**config.mk**
```make
export PLATFORM = sky130hd
export DESIGN_NAME = seg_display_ctrl
export DESIGN_NICKNAME = d
export VERILOG_FILES = /design/src/rtl/seg_display_pkg.sv /design/src/rtl/seg7_encoder.sv /design/src/rtl/seg_display_ctrl.sv
export SDC_FILE = /design/constraint.sdc
export NUM_CORES = 1
export LEC_CHECK = 0
export CELL_PAD_IN_SITES_DETAIL_PLACEMENT = 1
export CELL_PAD_IN_SITES_GLOBAL_PLACEMENT = 2
export CORE_MARGIN = 2
export CORE_UTILIZATION = 30
export CTS_CLUSTER_SIZE = 30
export DETAILED_ROUTE_END_ITERATION = 10
export PLACE_DENSITY = 0.82
export SKIP_CTS_REPAIR_TIMING = 1
export SLEW_MARGIN = 10
export SYNTH_ARGS = -nofsm -noshare
export SYNTH_HDL_FRONTEND = slang
export SYNTH_HIERARCHICAL = 1
export SYNTH_SLANG_ARGS = --single-unit
```
**constraint.sdc**
```tcl
create_clock -name clk -period 1.62 [get_ports clk]
set_input_delay 0.243 -clock clk [delete_from_list [all_inputs] [get_ports clk]]
set_output_delay 0.243 -clock clk [all_outputs]
set_load 0.05 [all_outputs]
```
**src/rtl/seg_display_pkg.sv**
```systemverilog
// seg_display_pkg -- shared definitions for the seven-segment display controller.
//   - FSM state encodings (plain localparams, legacy-compatible)
//   - glyph constants in active-low form: SEG_BLANK, SEG_MINUS
//   - SHIFT_ITERS: number of double-dabble iterations for an 8-bit value
//   - dd_t / dd_step: double-dabble working register and one iteration of it
//   - hex_glyph: active-low glyph for a hex nibble, bit order {g,f,e,d,c,b,a}
package seg_display_pkg;

  localparam logic [1:0] ST_IDLE   = 2'd0;
  localparam logic [1:0] ST_LOAD   = 2'd1;
  localparam logic [1:0] ST_SHIFT  = 2'd2;
  localparam logic [1:0] ST_UPDATE = 2'd3;

  localparam logic [6:0] SEG_BLANK = 7'b1111111;
  localparam logic [6:0] SEG_MINUS = 7'b0111111;  // only segment g lit

  localparam int SHIFT_ITERS = 8;

  // BCD digits above the binary operand; the binary part shifts out the top
  // into the units digit one bit per iteration.
  typedef struct packed {
    logic [3:0] hun;
    logic [3:0] ten;
    logic [3:0] one;
    logic [7:0] bin;
  } dd_t;

  // One double-dabble step: add 3 to every BCD digit of 5 or more, then shift
  // the whole register left by one bit.
  function automatic dd_t dd_step(input dd_t d);
    dd_t a;
    a = d;
    if (a.hun >= 4'd5) a.hun = a.hun + 4'd3;
    if (a.ten >= 4'd5) a.ten = a.ten + 4'd3;
    if (a.one >= 4'd5) a.one = a.one + 4'd3;
    return {a[18:0], 1'b0};
  endfunction

  function automatic logic [6:0] hex_glyph(input logic [3:0] n);
    case (n)
      4'h0:    hex_glyph = 7'b1000000;
      4'h1:    hex_glyph = 7'b1111001;
      4'h2:    hex_glyph = 7'b0100100;
      4'h3:    hex_glyph = 7'b0110000;
      4'h4:    hex_glyph = 7'b0011001;
      4'h5:    hex_glyph = 7'b0010010;
      4'h6:    hex_glyph = 7'b0000010;
      4'h7:    hex_glyph = 7'b1111000;
      4'h8:    hex_glyph = 7'b0000000;
      4'h9:    hex_glyph = 7'b0010000;
      4'hA:    hex_glyph = 7'b0001000;
      4'hB:    hex_glyph = 7'b0000011;
      4'hC:    hex_glyph = 7'b1000110;
      4'hD:    hex_glyph = 7'b0100001;
      4'hE:    hex_glyph = 7'b0000110;
      default: hex_glyph = 7'b0001110;  // F
    endcase
  endfunction

endpackage

```
**src/rtl/seg7_encoder.sv**
```systemverilog
// seg7_encoder -- combinational nibble to seven-segment encoder.
//   nibble : 4-bit value, shown as 0-9 / A-F
//   blank  : 1 forces every segment dark
//   seg    : segments {g,f,e,d,c,b,a}; low = lit when SEG_ACTIVE_LOW=1,
//            high = lit when SEG_ACTIVE_LOW=0
module seg7_encoder
  import seg_display_pkg::*;
#(
  parameter bit SEG_ACTIVE_LOW = 1'b1
) (
  input  logic [3:0] nibble,
  input  logic       blank,
  output logic [6:0] seg
);

  logic [6:0] glyph_low;

  // NOTE: every output of an always_comb gets a value on every path (here by
  // full if/else coverage); a path that skips an assignment infers a latch.
  always_comb begin
    if (blank) glyph_low = SEG_BLANK;
    else       glyph_low = hex_glyph(nibble);
    seg = SEG_ACTIVE_LOW ? glyph_low : ~glyph_low;
  end

endmodule

```
**src/rtl/seg_display_ctrl.sv**
```systemverilog
// seg_display_ctrl -- shows an 8-bit data value in decimal on hex3..hex0 and an
// instruction pointer in hex on hex5..hex4.
//   clk        : system clock (50 MHz)
//   resetn_deb : asynchronous active-low reset, already debounced
//   dout/dval  : data value and its valid strobe, sampled every rising edge
//   mode       : 0 = unsigned decimal, 1 = signed decimal
//   ip         : instruction pointer, shown as two hex digits
//   hex0..hex3 : decimal digits (hex0 = units, hex3 = sign)
//   hex4/hex5  : ip low / high nibble
//   busy       : high while a conversion is in progress
// Build option: define SEG_DISPLAY_SIGNED_EN to enable signed mode. Without it
// mode is ignored, every value is unsigned and hex3 stays blank.
// A conversion is IDLE -> LOAD -> 8 x SHIFT -> UPDATE; the display registers
// change only in UPDATE, so a half-converted value is never visible.
module seg_display_ctrl
  import seg_display_pkg::*;
#(
  parameter bit SEG_ACTIVE_LOW = 1'b1,
  parameter int CONV_BITS      = 8
) (
  input  logic                 clk,
  input  logic                 resetn_deb,
  input  logic [CONV_BITS-1:0] dout,
  input  logic                 dval,
  input  logic                 mode,
  input  logic [7:0]           ip,
  output logic [6:0]           hex0,
  output logic [6:0]           hex1,
  output logic [6:0]           hex2,
  output logic [6:0]           hex3,
  output logic [6:0]           hex4,
  output logic [6:0]           hex5,
  output logic                 busy
);

  logic [1:0]           state;
  logic [CONV_BITS-1:0] val_q;
  logic                 mode_q;
  logic                 pending;
  logic                 neg_q;
  dd_t                  dd_q;
  logic [2:0]           cnt;
  logic [11:0]          disp_bcd;
  logic                 disp_neg;
  logic                 disp_on;
  logic [7:0]           ip_q;
  logic                 ip_on;

  logic                 mode_chg;
  logic                 neg_c;
  logic [7:0]           mag_c;

`ifdef SEG_DISPLAY_SIGNED_EN
  assign mode_chg = (mode != mode_q);
  assign neg_c    = mode_q & val_q[7];
`else
  logic unused_mode;
  assign unused_mode = mode ^ mode_q;
  assign mode_chg    = 1'b0;
  assign neg_c       = 1'b0;
`endif

  // Two's-complement negation keeps 8 bits, so 0x80 yields a magnitude of 128.
  assign mag_c = neg_c ? (~val_q + 8'd1) : val_q;

  // NOTE: sequential state uses non-blocking assignments so every register
  // samples the pre-edge values; blocking here would create order-dependent races.
  always_ff @(posedge clk or negedge resetn_deb) begin
    if (!resetn_deb) begin
      state    <= ST_IDLE;
      val_q    <= '0;
      mode_q   <= 1'b0;
      pending  <= 1'b1;  // forces a conversion of 0 straight after release
      neg_q    <= 1'b0;
      dd_q     <= '0;
      cnt      <= '0;
      disp_bcd <= '0;
      disp_neg <= 1'b0;
      disp_on  <= 1'b0;
    end else begin
      if (dval) val_q <= dout;
      mode_q <= mode;

      // A new request on the same edge as LOAD wins: LOAD has already taken
      // the old snapshot, so the new value must trigger another conversion.
      if (dval || mode_chg)     pending <= 1'b1;
      else if (state == ST_LOAD) pending <= 1'b0;

      case (state)
        ST_IDLE: begin
          if (pending) state <= ST_LOAD;
        end
        ST_LOAD: begin
          dd_q  <= '{hun: 4'd0, ten: 4'd0, one: 4'd0, bin: mag_c};
          neg_q <= neg_c;
          cnt   <= '0;
          state <= ST_SHIFT;
        end
        ST_SHIFT: begin
          dd_q <= dd_step(dd_q);
          cnt  <= cnt + 3'd1;
          if (cnt == 3'(SHIFT_ITERS - 1)) state <= ST_UPDATE;
        end
        ST_UPDATE: begin
          disp_bcd <= {dd_q.hun, dd_q.ten, dd_q.one};
          disp_neg <= neg_q;
          disp_on  <= 1'b1;
          state    <= ST_IDLE;
        end
        default: state <= ST_IDLE;
      endcase
    end
  end

  always_ff @(posedge clk or negedge resetn_deb) begin
    if (!resetn_deb) begin
      ip_q  <= '0;
      ip_on <= 1'b0;
    end else begin
      ip_q  <= ip;
      ip_on <= 1'b1;
    end
  end

  assign busy = (state != ST_IDLE);

  // Leading-zero blanking: hundreds blank when 0, tens blank when both upper
  // digits are 0, units always shown once a value has been converted.
  logic blank_hun;
  logic blank_ten;
  assign blank_hun = (disp_bcd[11:8] == 4'd0);
  assign blank_ten = blank_hun && (disp_bcd[7:4] == 4'd0);

  seg7_encoder #(.SEG_ACTIVE_LOW(SEG_ACTIVE_LOW)) u_enc0 (
    .nibble(disp_bcd[3:0]), .blank(!disp_on), .seg(hex0)
  );
  seg7_encoder #(.SEG_ACTIVE_LOW(SEG_ACTIVE_LOW)) u_enc1 (
    .nibble(disp_bcd[7:4]), .blank(!disp_on || blank_ten), .seg(hex1)
  );
  seg7_encoder #(.SEG_ACTIVE_LOW(SEG_ACTIVE_LOW)) u_enc2 (
    .nibble(disp_bcd[11:8]), .blank(!disp_on || blank_hun), .seg(hex2)
  );
  seg7_encoder #(.SEG_ACTIVE_LOW(SEG_ACTIVE_LOW)) u_enc4 (
    .nibble(ip_q[3:0]), .blank(!ip_on), .seg(hex4)
  );
  seg7_encoder #(.SEG_ACTIVE_LOW(SEG_ACTIVE_LOW)) u_enc5 (
    .nibble(ip_q[7:4]), .blank(!ip_on), .seg(hex5)
  );

  // The sign position shows only minus or nothing, so it bypasses the encoder.
  logic [6:0] sign_low;
  assign sign_low = (disp_on && disp_neg) ? SEG_MINUS : SEG_BLANK;
  assign hex3     = SEG_ACTIVE_LOW ? sign_low : ~sign_low;

endmodule

```
## Word level (Yosys, flattened, before mapping)

Memories as Yosys holds them, arrays and structs flattened.
Index checks and enable logic that the tools add are counted.

- Output and inout bits: 43
- Memory bits (read-only): 560
- Register bits: 56
- Word-level logic and storage cells: 56
- Memories: 5
- Bits of input ports: 20

- Eq/ne operators: 6
- Magnitude comparators: 3
- Mux-type cells: 15
- Reduce and logical (&&, ||, !) cells: 11
- $add $sub $neg: 4

Memory list:

| memory | words | width | read ports | clocked after memory_dff | wr ports | RTL line | source |
|---|---|---|---|---|---|---|---|
| (name not given) | 16 | 7 | 1 | 0 | 0 | seg_display_pkg.sv:40 | `case (n)` |
| (name not given) | 16 | 7 | 1 | 0 | 0 | seg_display_pkg.sv:40 |  |
| (name not given) | 16 | 7 | 1 | 0 | 0 | seg_display_pkg.sv:40 |  |
| (name not given) | 16 | 7 | 1 | 0 | 0 | seg_display_pkg.sv:40 |  |
| (name not given) | 16 | 7 | 1 | 0 | 0 | seg_display_pkg.sv:40 |  |

Operator list:

| cell | count |
|---|---|
| $pmux 20 s2 | 1 |
| $mux 7 | 5 |
| $ge 4x3->1 const B | 3 |
| $add 4x2->4 const B | 2 |
| $logic_not 4->1 | 2 |
| $mux 4 | 2 |
| $pmux 2 s4 | 1 |
| $pmux 3 s2 | 1 |
| $reduce_bool 2->1 | 3 |
| $eq 2x2->1 const B | 2 |
| $mux 2 | 2 |
| $ne 2x2->1 const B | 2 |
| $add 3x1->3 const B | 1 |
| $add 3x2->3 const B | 1 |
| $eq 3x3->1 const B | 1 |
| $mux 3 | 1 |
| $eq 2x1->1 const B | 1 |
| $logic_not 2->1 | 1 |
| $logic_or 1x1->1 | 2 |
| $mux 1 | 2 |
| $reduce_and 2->1 | 1 |
| $logic_and 1x1->1 | 1 |
| $logic_not 1->1 | 1 |

## Longest topological paths before layout

Gate-level depths: netlist (run 1).

- Depth in word-level cells: 4
- Depth in mapped cells: 6
- Mapped depth without buffers: 5

## Hierarchy

The synthesis (run 1) kept the hierarchy.

By module, submodules not included:

| module | area an instance (um^2) | times used | cells an instance | sequential area each (um^2) |
|---|---|---|---|---|
| seg_display_ctrl | 2577.5 | 1 | 217 | 1402.6 |
| seg7_encoder at u_enc0 ... | 299.0 | 4 | 35 | 0.0 |
| seg7_encoder at u_enc2 | 317.8 | 1 | 38 | 0.0 |

## Worst setup path after synthesis (run 1)

OpenSTA, ideal clock, no wires.

- Path type: flip-flop to output port
- From: register disp_bcd[8]
- To: output port hex2[0]
- Path buffers: 1
- Data arrival time: 2252 ps
- Cell stages (with the launch flop): 5
- Data required time: 1377 ps
- Path slack: -875 ps
- Cells stage by stage: dfrtp_1 o41ai_2 buf_4 nor2_1 a211oi_1

- Cells in the longest elaborated chain, start to end: 3
- Elaborated cells between the ends (all ways): 4
- Classes of those cells: 1 x mux; 2 x reduce/logical; 1 x memory

RTL lines:

| element | RTL line | source |
|---|---|---|
| start, declared | seg_display_ctrl.sv:43 | `logic [11:0] disp_bcd;` |
| start signal, assigned | seg_display_ctrl.sv:105 | `disp_bcd <= {dd_q.hun, dd_q.ten, dd_q.one};` |
| parallel branches: the longest is 2 deep, another holds $mem_v2 16x7 | n/a |  |
| $mux 7 (*) | seg7_encoder.sv:21 | `if (blank) glyph_low = SEG_BLANK;` |
| end, declared | seg_display_ctrl.sv:29 | `output logic [6:0] hex2,` |

Every way passes the cells marked *.

## Final worst setup path (run 1)

- From: register disp_bcd[8]
- To: output port hex2[6]

The elaborated chain is that of the path after synthesis.

==> summary.md, run 1 <==
| Metric | Value |
|---|---|
| Outcome | finished with violations |
| Failing checks | negative setup slack |
| Final worst-path cycle share | 1.326 |
| Max-slew violations | 0 |
| Fmax | 465.7 MHz |
| Mean Syn Cell Area | slightly above 10 um^2 |
| FP Rows | 42 |
| Crit path capture type | primary output |
| Sw power | 2.945 mW |
| Final min period | 2.147 ns |
| Power density over cell area | 1106 mW/mm^2 |
| Fin. Hold Viols | 0 |
| Max Cap Viol | 0 |
| RD Place Congestion | 0.7714 |
| Startpoint types | register |
| Fin util | 0.4857 |
| Hold Path Depth | 1 |
| Dominant synthesized flop cell | dfrtp_1 |
| Crit path kind | register to primary output |
| Final Skew | 0.007484 ns |
| Die area | 0.01459 mm^2 |
| Max clock buf depth | 2 |
| CTS tree | built |
| Worst R2R Path Depth | 6 |
| Antenna Cells | 0 |
| Worst endpoint required time | ~1.4 ns |
| Clk Tree Root Cell | clkbuf_16 |
| Post-synthesis xor/xnor area fraction | 0.006422 |
| EDFF count, synth | 0 |
| Htree depth | 2 |
| Clock Latency Late Sink | 0.29 ns |
| Hold Crit Start | ip[5] |
| Vias | 3341 |
| Pint | between 4 and 5 mW |
| Tot Pwr | 7.140 mW |
| Register area share after synthesis | 0.3428 |
| Fin area | 0.006457 mm^2 |
| R2r setup slk | 0.06 ns |
| Distinct cell type count after synthesis | 45 |
| Vias in the first global route | 3582 |
| Syn-to-layout area delta | 57.83% |
| TritonCTS Buffers | 5 |
| Sw Ratio | 0.4125 |
| Clock sink count | 56 |
| Post-Route WL | 10280 um |
| Yosys synthesis warning count | 6 |
| DRC viols | 0 |
| Most numerous cell in the Yosys netlist | dfrtp_1 |
| Nets | approximately 580 |
| 1st-iter DRT viols | 108 |
| Initial Util | 0.3077 |
| Routed WL per cell | between 15 and 20 um |
| Largest family of logic cells by synthesized area | compound AO/OA/AOI/OAI gates |
| Filler cell count in the final layout | 1392 |
| Compound-Gate Fraction of Synth Area | 0.1474 |
| Synthesized cell area | 0.004091 mm^2 |
| Synth Area in Simple Gates | 0.1269 |
| Gr usage total | 0.1360 |
| FF-to-FF End | dd_q[18] |
| Synth Instances | 395 |
| Setup WS post-layout | -0.5275 ns |
| Top post-synthesis cells by count | dfrtp_1 (55), ha_1 (48), inv_1 (37), mux2i_1 (22), mux2_2 (21) |
| Min-delay worst type | input port to register |
| Worst flop-to-flop path startpoint | state[1] |
| Initial antenna violation count | 0 |
| Die Span X | 120.8 um |
| Synth Register Bits | between 50 and 60 |
| I/O pins | 63 |
| Cell taking the most area after synthesis | dfrtp_1 |
| Congestion Overflow GR | 0 |
| Placed inst area | approximately 0.0057 mm^2 |
| Crit-path max FO | 5 |
| Largest net degree at the start of global routing | between 50 and 60 |
| IO Port Bufs | 54 |
| CP arrival | around 1.9 ns |
| RSZ-0062 raised after global routing | true |
| Worst vdd ir | 0.8663 mV |
| Global-route wire length before repair | approximately 16000 um |
| Post-DP HPWL | 7325 um |
| ANT nets after route | 0 |
| Clk pwr share | 0.152 |
| Worst Hold End | ip_q[5] |
| Top cell type's share of synthesized area | 0.3364 |
| Clock transition at the registers of the reported paths | 0.07 ns |
| Sequential share of power | 0.270 |
| Final setup violation count | 35 |
| First drt pass iteration count | 4 |
| Core area | 0.01330 mm^2 |
| Post-synth ARST share | 1.000 |
| Vias/cell | 4.877 |
| Dominant cells by area after synthesis | dfrtp_1 (34%), ha_1 (15%), mux2_2 (5.8%), mux2i_1 (5.4%), inv_1 (3.4%) |
| Leak | 2.658 nW |
| Layout cell share with drive strength beyond 1 | 0.5206 |
| Portion of total power attributed to combinational logic | 0.579 |
| Post-synthesis mux area share | 0.1391 |
| Die height | 120.8 um |
| Synth Area in Adders | 0.1468 |
[worst max path at each step]
| stage | to | depth (start not counted) | startpoint | slack (ns) |
|---|---|---|---|---|
| detailed placement | hex2[6] | 5 | disp_bcd[9] | -0.25 |
| CTS | hex2[6] | 5 | disp_bcd[9] | -0.58 |
| global route | hex2[5] | 5 | disp_bcd[8] | -0.59 |
| floorplan | hex2[0] | 4 | disp_bcd[9] | -0.24 |
| global placement | hex2[6] | 5 | disp_bcd[9] | -0.20 |
| finish | hex2[6] | 5 | disp_bcd[8] | -0.53 |
[per-layer routing]
layer,track usage,vias to the layer above,share of wire
li1,-,1631,-
met1,0.1653,1649,0.43
met2,0.2507,52,0.53
met3,0.02311,9,0.028
met4,0.02834,0,0.010
met5,0,-,0
[sequential cells by signal (all words and copies together) (netlist names)]
name,count
disp_on,1
ip_q,8
mag_c,8
disp_bcd,12
ip_on,1
cnt,3
dd_q,20
pending,1
state,2
[layout make-up]
type / count / area [um^2] / area share
timing repair buffer: 127 / 1443 / 0.2234
inverter: 37 / 170.2 / 0.02635
clock buffer: 5 / 125.1 / 0.01938
multi-input combinational: 281 / 3062 / 0.4741
sequential: 56 / 1416 / 0.2193
clock inverter: 3 / 21.27 / 0.003294
tap: 176 / 220.2 / 0.03410
[placed cells by master (no fill, tap or decap), types with 4 or more instances in the layout]
| cell | n |
|---|---|
| a311o_2 | 5 |
| nor2_1 | 14 |
| o21ai_0 | 9 |
| nand2b_1 | 10 |
| mux2i_2 | 6 |
| a221o_2 | 7 |
| nor2b_1 | 9 |
| clkdlybuf4s50_1 | 17 |
| and3_1 | 7 |
| nand3b_1 | 4 |
| mux2_4 | 9 |
| o221ai_2 | 5 |
| buf_8 | 6 |
| buf_12 | 27 |
| dfrtp_1 | 44 |
| ha_1 | 18 |
| dfrtp_2 | 11 |
| nor3_1 | 5 |
| ha_2 | 5 |
| clkbuf_16 | 5 |
| a32oi_4 | 7 |
| ha_4 | 25 |
| inv_4 | 7 |
| or2_4 | 5 |
| mux2i_1 | 15 |
| nand2_2 | 5 |
| buf_4 | 58 |
| a211o_1 | 7 |
| o221ai_1 | 6 |
| nand3_1 | 12 |
| conb_1 | 8 |
| a21oi_1 | 10 |
| inv_1 | 24 |
| a211o_4 | 4 |
| mux2_2 | 21 |
| nand2_1 | 6 |
| buf_6 | 17 |
[power by group through the flow]
stage | Sequential [mW] | Clock, mW | Combinational [mW]
floorplan | 1.86 | 0 | 2.55
global placement | 1.90 | 0 | 3.57
detailed placement | 1.92 | 0 | 3.70
CTS | 1.90 | 1.13 | 3.70
global route | 1.97 | 1.20 | 4.48
finish | 1.93 | 1.08 | 4.13
[metrics by stage]
step	setup WS, ns	TNS [ns]	hold WS, ns	cells
2_1_floorplan	-0.2450	-1.533	-0.05259	402
3_3_place_gp	-0.2026	-3.130	0.2657	663
3_5_place_dp	-0.2486	-3.869	0.2716	663
4_1_cts	-0.5805	-14.78	-0.05029	671
5_1_grt	-0.5909	-15.88	0.3852	685
6_report	-0.5275	-13.71	0.3899	685
[kinds of logic after synthesis]
family	count (synthesis)
AOI/OAI and AO/OA	76
xor gates and xnor gates	3
adders and majority gates	48
buffers and inverters	65
DFF	56
muxes	53
other	1
and+or+nand+nor	93
[worst max-delay path, cell delays in order (launching register included)]
cell and delay, ns:
dfrtp_2 0.46, buf_4 0.18, ha_4 0.17, mux2_4 0.26
a221o_2 0.38, buf_12 0.15
(Power assumes the default switching activity.)
==> run 2: changes to the inputs <==
- REMOVE_ABC_BUFFERS: default -> 1
==> summary.md, run 2 (synthesis results as in run 1) <==
| Metric | Value |
|---|---|
| ANT nets after route | 0 |
| Gr usage total | 0.1414 |
| Worst Hold End | ip_q[0] |
| Post-Route WL | roughly 12000 um |
| Leak | ~2.7 nW |
| I/O pins | 63 |
| FF+latch area | 0.001411 mm^2 |
| Worst flop-to-flop path startpoint | state[0] |
| Clock sink count | 56 |
| Hold Crit Start | ip[0] |
| Die area | around 0.015 mm^2 |
| Failing checks | negative setup slack |
| Pint | 4.283 mW |
| Startpoint types | register |
| Vias | roughly 3500 |
| Htree depth | 2 |
| Largest net degree at the start of global routing | 57 |
| Final hold slack | a little under 0.4 ns |
| Clock Latency Late Sink | 0.30 ns |
| Clk Tree Root Cell | clkbuf_16 |
| 1st-iter DRT viols | 127 |
| Most frequent cells in the layout | dfrtp_1 (48), buf_4 (48), buf_6 (37) |
| Max-slew violations | 0 |
| FP Rows | 42 |
| Clk pwr share | 0.145 |
| Die height | 120.8 um |
| Fin. Hold Viols | 0 |
| Portion of total power attributed to combinational logic | 0.599 |
| Nets | 582 |
| Final setup violation count | 35 |
| Core area | 0.01330 mm^2 |
| Min-delay worst type | input port to register |
| RSZ-0062 raised after global routing | true |
| Fmax | ~460 MHz |
| Final min period | 2.173 ns |
| IO Port Bufs | 54 |
| Worst endpoint required time | 1.38 ns |
| Sw power | 3.088 mW |
| Crit-path max FO | 5 |
| Max Cap Viol | 0 |
| Largest register FFs | 20 |
| Syn-to-layout area delta | 56.42% |
| Initial Util | 0.3077 |
| Crit path capture type | primary output |
| Vias/cell | slightly above 5 |
| CP arrival | 1.93 ns |
| Vias in the first global route | between 3000 and 4000 |
| Setup WS post-layout | -0.5530 ns |
| Outcome | finished with violations |
| Congestion Overflow GR | 0 |
| Dpl ws | -0.3153 ns |
| Initial antenna violation count | 0 |
| Layout cell share with drive strength beyond 1 | 0.4583 |
| CTS tree | built |
| Sw Ratio | 0.4189 |
| Filler cell count in the final layout | about 1400 |
| Biggest regs | dd_q: 20 flops, disp_bcd: 12 flops |
| Final worst-path cycle share | 1.341 |
| Inst Count DP | 658 |
| TritonCTS Buffers | 5 |
| Clock transition at the registers of the reported paths | approximately 0.06 ns |
| Max clock buf depth | 2 |
| R2r setup slk | 0.03 ns |
| DRC viols | 0 |
| Worst R2R Path Depth | 6 |
| Global-route wire length before repair | 16990 um |
| RD Place Congestion | roughly 0.80 |
| Hold Path Depth | 1 |
| First drt pass iteration count | 4 |
| Power density over cell area | 1152 mW/mm^2 |
| Multi-input logic area | roughly 0.003 mm^2 |
| Sequential share of power | 0.256 |
| Post-DP HPWL | 7508 um |
| Finished Layout Cells | 691 |
| FF-to-FF End | dd_q[15] |
| Antenna Cells | 0 |
| Crit path kind | register to primary output |
| Largest Register | dd_q |
| Final Skew | 0.006273 ns |
| Worst vdd ir | 1.106 mV |
| Routed WL per cell | 18.05 um |
| Die Span X | approximately 120 um |
run 2: power groups by stage:
| stage | registers, mW | logic (mW) | clock network (mW) |
|---|---|---|---|
| floorplan | 1.87 | 2.08 | 0 |
| global placement | 1.87 | 3.47 | 0 |
| detailed placement | 1.89 | 3.58 | 0 |
| CTS | 1.87 | 3.63 | 1.10 |
| global route | 1.93 | 4.74 | 1.15 |
| finish | 1.89 | 4.41 | 1.07 |
run 2: area by class of cell:
| type | instances | area share |
|---|---|---|
| repair buffers | 133 | 0.2418 |
| clock inverters | 1 | 0.0007820 |
| flip-flops and latches | 56 | 0.2205 |
| well taps | 176 | 0.03441 |
| inverters | 37 | 0.02248 |
| multi-input cells | 281 | 0.4592 |
| clock buffers | 7 | 0.02072 |
run 2: how the worst max path moves through the flow:
stage | from | end | slack [ns] | depth (start not counted)
finish | disp_bcd[10] | hex2[0] | -0.55 | 7
detailed placement | disp_bcd[9] | hex1[3] | -0.32 | 5
global route | disp_bcd[8] | hex2[0] | -0.59 | 7
floorplan | disp_bcd[11] | hex2[0] | -1.20 | 3
global placement | disp_bcd[9] | hex2[0] | -0.28 | 6
CTS | disp_bcd[5] | hex1[3] | -0.64 | 5
run 2: layer usage:
metal	global-route usage	share of wire	vias to the layer above	wire length [um]
met5	0	0	-	0
met4	0.03052	0.015	0	190
met3	0.01934	0.028	18	349
met2	0.2574	0.54	74	6691
met1	0.1771	0.42	1776	5239
li1	-	-	1631	-
run 2: critical path, stage by stage (launching register included):
cell,delay [ns]
dfrtp_1,0.42
o41ai_4,0.38
buf_4,0.18
buf_6,0.13
nor2_2,0.05
a211oi_2,0.20
buf_4,0.15
buf_12,0.12
run 2: stage by stage:
stage	total power, mW	utilization	setup TNS (ns)	area (um^2)
after detailed placement	5.469	0.3986	-5.285	5299
after CTS	6.598	0.4089	-16.30	5436
final	7.371	0.4814	-13.74	6400
after global placement	5.344	0.3986	-4.315	5299
after global routing	7.819	0.4814	-15.63	6400
after floorplan	3.953	-	-18.61	3890
